$ cat src/rtl/mem_arb_pkg.sv
// Shared types for the two-port to single-port memory arbiter.
package mem_arb_pkg;

  localparam int STARVE_W = 4;

  // Which port, if any, had a request accepted in the previous cycle.
  typedef enum logic [1:0] {
    IDLE    = 2'd0,
    IM_RESP = 2'd1,
    DM_RESP = 2'd2
  } resp_e;

  typedef enum logic [1:0] {
    GNT_NONE = 2'd0,
    GNT_IM   = 2'd1,
    GNT_DM   = 2'd2
  } grant_e;

endpackage

$ cat src/rtl/mem_arbiter.sv
// Shares one single-port memory between the fetch (IM) and data (DM) ports.
// Data wins by default; a bounded starvation counter forces fetch through.
module mem_arbiter
  import mem_arb_pkg::*;
#(
  parameter int STARVE_LIMIT = 4
) (
  input  logic        clk_i,
  input  logic        rst_n_i,
  input  logic        im_en_i,
  input  logic [31:0] im_addr_i,
  output logic [31:0] im_dout_o,
  output logic        im_busy_o,
  input  logic        dm_en_i,
  input  logic        dm_wen_i,
  input  logic [31:0] dm_addr_i,
  input  logic [31:0] dm_din_i,
  output logic [31:0] dm_dout_o,
  output logic        dm_busy_o,
  output logic        mem_en_o,
  output logic        mem_wen_o,
  output logic [31:0] mem_addr_o,
  output logic [31:0] mem_din_o,
  input  logic [31:0] mem_dout_i,
  input  logic        mem_busy_i,
  output logic [1:0]  resp_q_o,
  output logic [3:0]  starve_cnt_o
);

  // Handshake: a requester holds en/addr/wen/din until the first cycle its
  // busy is low; that cycle completes the access and returns read data.
  // A request is accepted when granted while mem_busy_i is low.

  localparam logic [STARVE_W-1:0] LIMIT = STARVE_W'(STARVE_LIMIT);

  resp_e               resp_q, resp_d;
  logic [STARVE_W-1:0] starve_cnt, starve_d;
  grant_e              gnt;
  logic                im_elig, dm_elig, accept;

  // State register.
  always_ff @(posedge clk_i or negedge rst_n_i) begin
    if (!rst_n_i) begin
      resp_q     <= IDLE;
      starve_cnt <= '0;
    end else begin
      resp_q     <= resp_d;
      starve_cnt <= starve_d;
    end
  end

  // A port completing this cycle is not eligible, so it cannot be re-granted
  // the same request it is just finishing.
  always_comb begin
    im_elig = im_en_i && (resp_q != IM_RESP);
    dm_elig = dm_en_i && (resp_q != DM_RESP);
    gnt     = GNT_NONE;
    if (dm_elig && !(im_elig && (starve_cnt == LIMIT))) gnt = GNT_DM;
    else if (im_elig)                                   gnt = GNT_IM;
    accept  = (gnt != GNT_NONE) && !mem_busy_i;
  end

  // Next-state logic.
  always_comb begin
    resp_d   = IDLE;
    starve_d = starve_cnt;
    if (accept) resp_d = (gnt == GNT_IM) ? IM_RESP : DM_RESP;
    if (!im_en_i) begin
      starve_d = '0;
    end else if (accept && (gnt == GNT_IM)) begin
      starve_d = '0;
    end else if (accept && (gnt == GNT_DM) && im_elig && (starve_cnt < LIMIT)) begin
      starve_d = starve_cnt + 1'b1;
    end
  end

  // Output logic: grant mux toward memory, response demux toward the ports.
  always_comb begin
    mem_en_o   = 1'b0;
    mem_wen_o  = 1'b0;
    mem_addr_o = '0;
    mem_din_o  = '0;
    case (gnt)
      GNT_IM: begin
        mem_en_o   = 1'b1;
        mem_addr_o = im_addr_i;
      end
      GNT_DM: begin
        mem_en_o   = 1'b1;
        mem_wen_o  = dm_wen_i;
        mem_addr_o = dm_addr_i;
        mem_din_o  = dm_din_i;
      end
      default: ;
    endcase
    im_busy_o    = im_en_i && (resp_q != IM_RESP);
    dm_busy_o    = dm_en_i && (resp_q != DM_RESP);
    im_dout_o    = (resp_q == IM_RESP) ? mem_dout_i : '0;
    dm_dout_o    = (resp_q == DM_RESP) ? mem_dout_i : '0;
    resp_q_o     = resp_q;
    starve_cnt_o = starve_cnt;
  end

endmodule

$ cat config.mk
export PLATFORM = sky130hd
export DESIGN_NAME = mem_arbiter
export DESIGN_NICKNAME = d
export VERILOG_FILES = /design/src/rtl/mem_arb_pkg.sv /design/src/rtl/mem_arbiter.sv
export SDC_FILE = /design/constraint.sdc
export NUM_CORES = 1
export LEC_CHECK = 0
export CAP_MARGIN = 30
export CORE_AREA = 8 8 100 102
export CTS_CLUSTER_SIZE = 8
export DETAILED_ROUTE_END_ITERATION = 8
export DIE_AREA = 0 0 108 110
export PLACE_DENSITY = 0.85
export SLEW_MARGIN = 25
export SYNTH_ARGS = -nofsm -noshare
export SYNTH_HDL_FRONTEND = slang
export SYNTH_SLANG_ARGS = --single-unit
$ cat constraint.sdc
create_clock -name clk_i -period 1.63 [get_ports clk_i]
set_clock_uncertainty 0.05 [all_clocks]
set_input_delay 0.163 -clock clk_i [delete_from_list [all_inputs] [get_ports clk_i]]
set_output_delay 0.163 -clock clk_i [all_outputs]
set_load 0.02 [all_outputs]
==> metrics.md <==
| Metric | Value |
|---|---|
| CTS tree | `yes` |
| Syn nets | `320` |
| Clock power frac | `0.118` |
| Final core utilization | `0.636` |
| Worst reg-to-reg path cell count | `7` |
| Cts hold-fix bufs | `0` |
| End point of the critical path | `mem_addr_o[26]` |
| Worst-Skew Late Latency | `0.23 ns` |
| Buffer type at the clock tree root | `clkbuf_8` |
| Comb pwr share | `0.806` |
| H-tree levels | `1` |
| DR iter-0 viols | `52` |
| Critical Path Slowest Stage Cell | `dfrtp_2` |
| # IOs | `272` |
| Worst setup margin | `-0.506 ns` |
| Core footprint | `between 8000 and 9000 um2` |
| Max Slew Vio Count | `0` |
| Die Span Y | `110 um` |
| Period minus WS final | `approximately 2.1 ns` |
| Placement row count | `34` |
| Hold_ws | `roughly 0.13 ns` |
| GRT Residual Overflow | `0` |
| 1st-pass router iterations | `4` |
| Crit path depth | `8` |
| Slew HR | `0.704` |
| Most common cell on crit path | `buf_6` |
| Cells after synthesis | `around 180` |
| DRT antenna net count | `0` |
| Failing checks | `setup timing` |
| Crit-path cells | `inv_2, ha_2, and3b_2, a311oi_4, buf_6, clkbuf_16, a22o_1, buf_6` |
| Drt via density | `4.47` |
| Layout cells sized above 1 | `0.620` |
| Fmax | `468 MHz` |
| DP Wirelength | `8950 um` |
| Critical Path Source Type | `flip-flop` |
| Slew of the pin with the lowest slew margin | `0.440 ns` |
| Port bufs | `271` |
| Initial antenna violation count | `0` |
| VDD IR max | `346 uV` |
| Deepest clock path buffer count | `2` |
| P&R area growth vs syn | `288%` |
| Final Hold Viols | `0` |
| Buf/Inv on CP | `4` |
| Die width | `108 um` |
| Static leakage | `2.51 nW` |
| Critical Path Source | `starve_cnt_o[1]` |
| Crit Path Class | `flip-flop to output pin` |
| Sequential fraction of the synthesis area | `0.108` |
| Net Sw Frac | `0.360` |
| Flops & latches, synth | `6` |
| Reg2reg end | `starve_cnt_o[1]` |
| Max-cap violations | `0` |
| DR WL/cell | `21.1 um` |
| Unrepaired setup endpoints after global routing | `true` |
| Routed WL | `12500 um` |
| Synth warnings | `0` |
| Reg-to-reg startpoint | `starve_cnt_o[1]` |
| CP max stage delay | `0.37 ns` |
| Highest net fanout along the worst path | `8` |
| Critical Path End Type | `output pin` |
| Number of clock sinks | `6` |
| Setup_tns | `-33.51 ns` |
| Share of the synthesized area in the top cell type | `0.451` |
| Vias in the first global route | `between 2000 and 3000` |
| Worst Hold Class | `input pin to async pin` |
| Switching Power | `0.745 mW` |
| Nets | `between 600 and 700` |
| Total number of vias | `2661` |
| # fillers | `~650` |
| Initial core utilization | `0.164` |
| Cts bufs inserted | `3` |
| Post-synth cell types | `23` |
| Top cells by area, synth | `and2_1 45%, a22o_1 20%, dfrtp_1 11%, buf_6 4.1%, a221oi_2 2.2%` |
| Pre-CTS WS | `-0.816 ns` |
| Total GRT Usage | `0.169` |
| R2R Setup Slk | `-0.25 ns` |
| Clock-pin slew on the worst setup and hold paths | `0.04 ns` |
| ANT cells | `0` |
| DRC | `0` |
| Seq pwr share | `0.076` |
| Pin count of the biggest net entering global routing | `34` |
| Mapped cell area | `1390 um2` |
| Status | `complete, but fails checks` |
| Critical path required time | `1.42 ns` |
| First-pass GRT wire length | `15900 um` |
| Overall Power | `2.07 mW` |
| CP delay by family, top | `buffers and inverters` |
| CP arrival | `1.92 ns` |
| Post-synth top area cell | `and2_1` |
| Mean post-synth cell area | `~7.5 um2` |
| Final RePlAce weighted congestion | `0.808` |
| Die area | `11900 um2` |
| Pwr per Cell Area | `385 nW/um2` |
| Final setup fails | `110` |
| Final period util | `1.31` |
| Internal power | `1.32 mW` |
layer usage:
metal  GRT usage  wire (um)  vias to the layer above
li1            -          -                     1241
met1       0.172       4400                     1244
met2       0.330       6730                      160
met3      0.0535       1180                       16
met4      0.0337        222                        0
met5           0          0                        -
per-stage QoR:
| stage | cells | instance area (um2) |
|---|---|---|
| floorplan | 184 | 1620 |
| global placement | 564 | 4510 |
| detailed placement | 564 | 4510 |
| CTS | 585 | 4650 |
| global route | 595 | 5380 |
| finish | 595 | 5380 |
placed cells by master, fill, tap and decap left out, types with 2 or more instances in the layout:
cell type,instances
a22o_4,15
clkbuf_16,8
buf_12,8
nor2b_4,2
dfrtp_2,3
inv_1,4
a221oi_2,2
and2_1,12
a22o_1,17
clkdlybuf4s50_1,136
dfrtp_1,3
inv_2,2
dlymetal6s2s_1,2
and2_4,88
buf_6,136
clkbuf_8,3
buf_4,23
nand4_1,2
a211oi_2,2
buf_8,2
a31o_2,2
worst min-delay path by stage:
stage,cells after the start,endpoint
6_report,1,starve_cnt_o[2]
5_1_grt,1,starve_cnt_o[2]
4_1_cts,1,starve_cnt_o[2]
3_5_place_dp,1,starve_cnt_o[2]
3_3_place_gp,1,starve_cnt_o[3]
2_1_floorplan,0,resp_q_o[0]
layout make-up:
class / instances / area [um2] / area share
flip-flops and latches: 6 / 154 / 0.0286
clock buffers: 4 / 45.0 / 0.00837
multi-input cells: 154 / 1510 / 0.280
repair buffers: 317 / 3520 / 0.654
inverters: 6 / 22.5 / 0.00419
well taps: 108 / 135 / 0.0251
synthesized netlist by cell type:
| library cell | number |
|---|---|
| and2_1 | 100 |
| ha_1 | 2 |
| nor2_1 | 2 |
| dfrtp_1 | 6 |
| nor2b_1 | 2 |
| xnor2_1 | 1 |
| a41oi_1 | 1 |
| o311a_1 | 1 |
| nand4_1 | 2 |
| inv_1 | 6 |
| a311oi_2 | 1 |
| nand2b_1 | 1 |
| buf_6 | 5 |
| a221oi_2 | 2 |
| a22o_1 | 32 |
| clkbuf_1 | 6 |
| o22ai_1 | 1 |
| nor3_1 | 1 |
| buf_2 | 5 |
| a211oi_1 | 2 |
| and3b_1 | 1 |
| a31o_2 | 2 |
| buf_4 | 2 |
power groups by stage:
stage | Sequential [mW] | Clock [mW] | Combinational, mW
6_report | 0.157 | 0.244 | 1.67
5_1_grt | 0.158 | 0.254 | 1.74
4_1_cts | 0.157 | 0.245 | 1.40
3_5_place_dp | 0.159 | 0 | 1.35
3_3_place_gp | 0.159 | 0 | 1.33
2_1_floorplan | 0.165 | 0 | 0.587
state kept, by name, indices dropped and copies added (netlist names):
name	cells
resp_q_o	2
starve_cnt_o	4
kinds of logic after synthesis:
kind of cell | share of synthesized area
XOR/XNOR | 0.00632
flip-flops | 0.108
adder cells (fa/ha/maj) | 0.0180
buffers and inverters | 0.102
AO/OA/AOI/OAI | 0.276
AND/OR/NAND/NOR | 0.489
what timing repair did:
item | CTS | global route
pin swaps | 6 | 55
resized for setup | 600 | 295
buffers inserted | 12 | 8
endpoints found under the setup margin | 138 | 138
cloned | 5 | 10
No activity file was read; power rests on OpenSTA's default activity.
